File: src/rtl/sdram_cmd_arbiter.sv
// SDRAM command-pin owner: passes the init sequencer through until init completes, then
// times auto-refresh and grants refresh/write/read sub-blocks one at a time onto the pins.
module sdram_cmd_arbiter #(
   parameter int REF_PERIOD = 780,
   parameter int CNT_W      = 10
) (
   input  logic        sysclk_100M,
   input  logic        rst_n,
   input  logic        init_end_flag,
   input  logic [18:0] init_bus,
   output logic        aref_en,
   input  logic        aref_end,
   input  logic [18:0] aref_bus,
   input  logic        wr_req,
   output logic        wr_en,
   input  logic        wr_end,
   input  logic [18:0] wr_bus,
   input  logic        rd_req,
   output logic        rd_en,
   input  logic        rd_end,
   input  logic [18:0] rd_bus,
   output logic [3:0]  sdram_cmd,
   output logic [1:0]  sdram_ba,
   output logic [12:0] sdram_addr,
   output logic        aref_req
);

   typedef enum logic [2:0] {
      S_INIT,
      S_ARBIT,
      S_AREF,
      S_WRITE,
      S_READ
   } state_t;

   localparam logic [3:0]       CMD_NOP  = 4'b0111;
   localparam logic [CNT_W-1:0] REF_LAST = CNT_W'(REF_PERIOD - 1);
   localparam logic [CNT_W-1:0] CNT_ONE  = {{(CNT_W-1){1'b0}}, 1'b1};

   state_t           state_q, state_d;
   logic [CNT_W-1:0] ref_cnt_q, ref_cnt_d;
   logic             ref_expire;
   logic             aref_req_q, aref_req_d;
   logic             aref_en_q, aref_en_d;
   logic             wr_en_q, wr_en_d;
   logic             rd_en_q, rd_en_d;
   logic [18:0]      pin_bus;

   always_comb begin
      ref_cnt_d  = ref_cnt_q;
      ref_expire = 1'b0;
      if (init_end_flag) begin
         if (ref_cnt_q == REF_LAST) begin
            ref_cnt_d  = '0;
            ref_expire = 1'b1;
         end else begin
            ref_cnt_d = ref_cnt_q + CNT_ONE;
         end
      end
   end

   // A new expiry beats a simultaneous completion; stray aref_end outside S_AREF cannot drop a pending refresh.
   always_comb begin
      aref_req_d = aref_req_q;
      if (ref_expire) begin
         aref_req_d = 1'b1;
      end else if (state_q == S_AREF && aref_end) begin
         aref_req_d = 1'b0;
      end
   end

   always_comb begin
      state_d   = state_q;
      aref_en_d = 1'b0;
      wr_en_d   = 1'b0;
      rd_en_d   = 1'b0;
      case (state_q)
         S_INIT: begin
            if (init_end_flag) state_d = S_ARBIT;
         end
         S_ARBIT: begin
            if (aref_req_q) begin
               state_d   = S_AREF;
               aref_en_d = 1'b1;
            end else if (wr_req) begin
               state_d = S_WRITE;
               wr_en_d = 1'b1;
            end else if (rd_req) begin
               state_d = S_READ;
               rd_en_d = 1'b1;
            end
         end
         S_AREF: begin
            if (aref_end) state_d = S_ARBIT;
         end
         S_WRITE: begin
            if (wr_end) state_d = S_ARBIT;
         end
         S_READ: begin
            if (rd_end) state_d = S_ARBIT;
         end
         default: state_d = S_INIT;
      endcase
   end

   always_ff @(posedge sysclk_100M or negedge rst_n) begin
      if (!rst_n) begin
         state_q    <= S_INIT;
         ref_cnt_q  <= '0;
         aref_req_q <= 1'b0;
         aref_en_q  <= 1'b0;
         wr_en_q    <= 1'b0;
         rd_en_q    <= 1'b0;
      end else begin
         state_q    <= state_d;
         ref_cnt_q  <= ref_cnt_d;
         aref_req_q <= aref_req_d;
         aref_en_q  <= aref_en_d;
         wr_en_q    <= wr_en_d;
         rd_en_q    <= rd_en_d;
      end
   end

   // Pins depend only on the registered state, so reset hands them back to init_bus immediately.
   always_comb begin
      case (state_q)
         S_ARBIT: pin_bus = {CMD_NOP, 15'd0};
         S_AREF:  pin_bus = aref_bus;
         S_WRITE: pin_bus = wr_bus;
         S_READ:  pin_bus = rd_bus;
         default: pin_bus = init_bus;
      endcase
   end

   assign sdram_cmd  = pin_bus[18:15];
   assign sdram_ba   = pin_bus[14:13];
   assign sdram_addr = pin_bus[12:0];
   assign aref_en    = aref_en_q;
   assign wr_en      = wr_en_q;
   assign rd_en      = rd_en_q;
   assign aref_req   = aref_req_q;

endmodule

File: config.mk
export PLATFORM = sky130hd
export DESIGN_NAME = sdram_cmd_arbiter
export DESIGN_NICKNAME = d
export VERILOG_FILES = /design/src/rtl/sdram_cmd_arbiter.sv
export SDC_FILE = /design/constraint.sdc
export NUM_CORES = 1
export LEC_CHECK = 0
export CAP_MARGIN = 20
export CELL_PAD_IN_SITES_DETAIL_PLACEMENT = 1
export CELL_PAD_IN_SITES_GLOBAL_PLACEMENT = 1
export CORE_MARGIN = 5
export CORE_UTILIZATION = 23
export CTS_CLUSTER_DIAMETER = 120
export CTS_CLUSTER_SIZE = 28
export DETAILED_ROUTE_END_ITERATION = 12
export PLACE_DENSITY_LB_ADDON = 0.05
export SETUP_SLACK_MARGIN = 0.1
export SLEW_MARGIN = 0
export SYNTH_ARGS = -nofsm -noshare
export SYNTH_HDL_FRONTEND = slang
export SYNTH_SLANG_ARGS = --single-unit
File: constraint.sdc
create_clock -name sysclk_100M -period 1.3 [get_ports sysclk_100M]
set_input_delay 0.195 -clock sysclk_100M [delete_from_list [all_inputs] [get_ports sysclk_100M]]
set_output_delay 0.195 -clock sysclk_100M [all_outputs]
set_load 0.05 [all_outputs]
After elaboration in Yosys (flattened, before gate mapping)
Cells that the tools add are included.

Flip-flop bits (word level): 17. Logic and storage cells: 44.

Add/sub/neg operators: 1. Equality and inequality tests: 10. Mux-type cells: 23. Reduce and logical (&&, ||, !) cells: 4.

Operators by type and width (count): $pmux W19 S4 (1); $mux W3 (7); $pmux W3 S5 (1); $mux W1 (13); $add A10 B1 Y10 const B (1); $eq A10 B10 Y1 const B (1); $mux W10 (1); $ne A2 B2 Y1 const B (4); $eq A3 B2 Y1 const B (2); $reduce_and A5 Y1 (1); $ne A4 B4 Y1 const B (1); $eq A3 B1 Y1 const B (1); $eq A3 B3 Y1 const B (1); $logic_not A3 Y1 (1); $reduce_bool A2 Y1 (1); $logic_and A1 B1 Y1 (1).

Longest topological paths before layout
Gate-level depths: netlist of the first run.

Depth after elaboration: 4. Depth in mapped cells: 6.

Least setup slack after synthesis of the first run
OpenSTA, ideal clock, no wires.

Kind: flip-flop to output port. Start: register state_q[2]. End: output sdram_addr[12]. Arrival: 2119 ps. Data required time: 1105 ps. Slack: -1014 ps. Stages on the path, launching flop included: 7. Buffers on the path: 3. Cells stage by stage: dfrtp_1 -> buf_2 -> nor2b_1 -> buf_2 -> buf_2 -> a221oi_1 -> o21ai_0.

Cells in the longest elaborated chain, start to end: 2. Elaborated cells between the ends (all ways): 5. Those cells by class: eq/ne (4); mux (1).

Ends and longest elaborated chain: start, declared (RTL line 40) `state_t state_q, state_d;`; start signal, assigned (RTL line 115) `state_q <= state_d;`; $eq A3 B3 Y1 (tied with other cells) (RTL line 126) `case (state_q)`; $pmux W19 S4 (*) (RTL line 126); end, declared (RTL line 24) `output logic [12:0] sdram_addr,`.

Every way passes the cells marked *; elsewhere a longest branch is shown, timed or not.

Worst setup path in the final report of the first run
Start: register state_q[2]. End: output sdram_cmd[3].

Cells in the longest elaborated chain, start to end: 2. Elaborated cells between the ends (all ways): 5. Those cells by class: eq/ne (4); mux (1).

Ends and longest elaborated chain: $eq A3 B3 Y1 (tied with other cells) (RTL line 126); $pmux W19 S4 (*) (RTL line 126); end, declared (RTL line 22) `output logic [3:0] sdram_cmd,`.

Marked as above.

==> results of run 1 <==
[routing by layer]
layer | wire length [um] | track usage, % | share of wire (%) | up-vias
met1 | 3600 | 22.2 | 43 | 1123
met4 | 19 | 1.42 | 0.23 | 0
met2 | 4460 | 33.6 | 53 | 52
met5 | 0 | 0 | 0 | -
li1 | - | - | - | 1128
met3 | 282 | 1.82 | 3.4 | 2
[critical path, stage by stage (launching register included)]
cell and delay, ns:
dfrtp_2 0.40, buf_12 0.19, mux2_2 0.36, a221oi_2 0.21
buf_4 0.15, o21ai_4 0.06, buf_12 0.15
[power breakdown]
part	switching (mW)	internal [mW]	total (mW)
Combinational	4.78	4.35	9.13
Sequential	0.180	0.716	0.896
Clock	0.193	0.213	0.406
Total	5.16	5.28	10.4
[state kept, by name (all words and copies together), names as in the netlist]
signal,count
aref_en,1
ref_cnt_q,10
rd_en,1
wr_en,1
aref_req,1
state_q,3
[cells in the final DEF, fill, tap and decap left out, drive strengths merged, types with 2 or more instances in the layout]
master         synthesis  final
a21oi                  4      4
a221oi                32     32
and2                   2      2
buf                   11    103
clkbuf                 9      3
clkdlybuf4s50          0     82
dfrtp                 17     17
inv                    6      6
mux2                  20     20
nand2                 26     26
nand2b                 6      6
nand3                  4      4
nand4                  4      4
nor2                   5      5
nor2b                  2      2
nor3                   2      2
o21ai                 21     21
o221ai                 6      6
o311ai                 2      2
or2                    2      2
or3                    2      2
xnor2                  2      2
xor2                   2      2
[worst paths after layout]
| check | slack (ns) | from | cells after the start | end |
|---|---|---|---|---|
| setup reg to reg | -0.24 | state_q[2] | 5 | state_q[0] |
| max in group asynchronous | 0.83 | rst_n | 2 | ref_cnt_q[5] |
| hold reg to reg | 0.54 | ref_cnt_q[5] | 1 | ref_cnt_q[5] |
| hold / removal | 0.25 | rst_n | 2 | aref_req |
| min in group sysclk_100M | 0.52 | rd_end | 2 | state_q[2] |
| setup / recovery | -0.69 | state_q[2] | 6 | sdram_cmd[3] |
[area by class of cell]
type | count | area [sq um] | share of cell area, %
Inverter | 6 | 25.0 | 0.567
Clock inverter | 1 | 5.00 | 0.113
Sequential cell | 17 | 429 | 9.72
Tap cell | 99 | 124 | 2.81
Multi-Input combinational cell | 157 | 1850 | 42.0
Timing Repair Buffer | 186 | 1940 | 43.9
Clock buffer | 3 | 41.3 | 0.935
[kinds of logic (layout without fill, tap and decap cells)]
logic type | count (synthesis) | after routing | share of synthesized area (%)
simple gates | 59 | 59 | 18.6
compound gates | 72 | 72 | 31.8
flops | 17 | 17 | 25.3
xor+xnor | 4 | 4 | 2.09
fa+ha+maj | 1 | 1 | 0.745
buf+inv | 26 | 196 | 7.45
mux | 21 | 21 | 14.0
[synthesized netlist by cell type (2+ instances only)]
cell type	number	area share [%]
buf_4	3	1.3
clkbuf_1	9	2.0
xor2_1	2	1.0
nor3_1	2	0.60
o221ai_1	6	3.1
and2_1	2	0.75
xnor2_1	2	1.0
mux2_2	20	13
nor2_1	5	1.1
a221oi_1	32	17
nor2b_1	2	0.75
or2_2	2	0.75
or3_1	2	0.75
inv_1	6	1.3
buf_2	7	2.1
dfrtp_1	17	25
o21ai_0	20	6.0
nand2_1	26	5.8
nand3_1	4	1.2
a21oi_1	4	1.2
nand2b_1	6	2.2
nand4_1	3	1.1
[metrics by stage]
stage / setup WS, ns / power [mW]
4_1_cts: -0.691 / 10.3
3_3_place_gp: -0.433 / 9.15
3_5_place_dp: -0.455 / 9.25
6_report: -0.686 / 10.4
5_1_grt: -0.749 / 11.0
2_1_floorplan: -0.259 / 6.19
[repair_timing]
| action | 4_1_cts | 5_1_grt |
|---|---|---|
| hold endpoints to repair | 0 | 0 |
| gates resized for setup | 35 | 12 |
| pin swaps | 3 | 5 |
| setup buffers | 4 | 5 |
| setup endpoints to repair | 35 | 36 |
==> impl_metrics.py, run 1 <==
metrics = {
    "status": {
        "status": "finished, violations left",
        "violations": "negative setup slack",
    },
    "timing": {
        "period_share_pct": 153,
        "relSlewSlack_pct": 78.9,
        "tightest_slew_ns": 0.317,
        "finalHoldViolations": 0,
        "fin_skew_ns": 0.00720,
        "rsz0062_at_grt": "true",
        "slew_viol_final": 0,
        "finalCriticalPeriod_ns": 1.99,
        "fmax_mhz": 504,
        "setup_ws_ns": -0.686,
        "finalSetupViolCount": 29,
        "fin_setup_tns_ns": -13.07,
        "holdWs_ns": 0.254,
    },
    "hold_path": {
        "hold_path_class": "input pin to async pin",
    },
    "placed_design": {
        "io_buffers": 106,
        "dpl_cell_area_sq_mm": 0.00407,
        "gp_congestion": 0.765,
        "place_inst": 457,
        "dpl.hpwl_mm": 6.47,
    },
    "yosys": {
        "yosysWarningCount": 0,
        "synth_seq_area_share_pct": 25.3,
        "synth_cell_types": 40,
        "syn-cell-area_sq_mm": 0.00168,
        "synth_seq_cells": 17,
        "syn_nets": 285,
        "synth_edf_count": 0,
        "synth_flop_cell": "dfrtp_1",
        "syn_inst": 200,
        "synthArstFlopShare_pct": 100,
        "synth_area_per_cell_sq_um": 8.40,
    },
    "finish": {
        "num-fill-cells": 733,
        "fin_area_sq_mm": 0.00441,
        "antenna_cells": 0,
        "syn_to_final_growth_pct": 163,
        "finalNonFillerCells": 469,
        "drive_above_1_share_pct": 55.7,
        "nets": 456,
        "fin_util_pct": 61.5,
    },
    "drt": {
        "detail_route.vias_per_cell": 4.91,
        "wire_per_inst_um": 17.8,
        "vias": 2305,
        "ant_nets": 0,
        "drtPass1Iterations": 4,
        "remaining_drc_errors": 0,
        "drtIter0Drc": 30,
        "drt-total-wl_mm": 8.36,
    },
    "die": {
        "row_count": 31,
        "die_y_um": 95.4,
        "initial_utilization_pct": 23.4,
        "floorplan.core_area_sq_mm": 0.00718,
        "die_area_sq_mm": 0.00911,
        "io_pins": 107,
        "die_w_um": 95.4,
    },
    "worst_setup_path": {
        "start_kind": "register",
        "critPathKind": "register to output pin",
        "cp.required_ns": 1.11,
        "cp_data_arrival_time_ns": 1.79,
        "critPathMaxFanout": 21,
        "endpoint_kind": "output pin",
    },
    "cts": {
        "root_buffer": "clkbuf_8",
        "worstSkewPairLatency_ns": 0.26,
        "cts_tree": "yes",
        "cts_inserted_buffers": 3,
        "path_clk_slew_ns": 0.07,
        "clock-sinks": 17,
        "cts.path.max_buffers": 2,
        "cts_hold_buf": 0,
        "htree_levels": 1,
    },
    "global_route": {
        "grt_pass1_vias": 2568,
        "overflow": 0,
        "antenna_found_initial": 0,
        "grt_max_degree": 22,
        "grt_pass1_wl_mm": 12.9,
        "grt_use_total_pct": 17.7,
    },
    "power": {
        "power.density_mw_per_mm2": 2360,
        "leakage_nw": 1.72,
        "ir_drop_mv": 1.02,
    },
    "run": {
        "cap_violations": 0,
    },
}
Power figures use the tool's default switching activity.
==> run 2, diff against run 1 <==
- SLEW_MARGIN: 0 -> 40
==> results of run 2 <==
The final DEF is identical to that of run 1; final timing and power are the same.
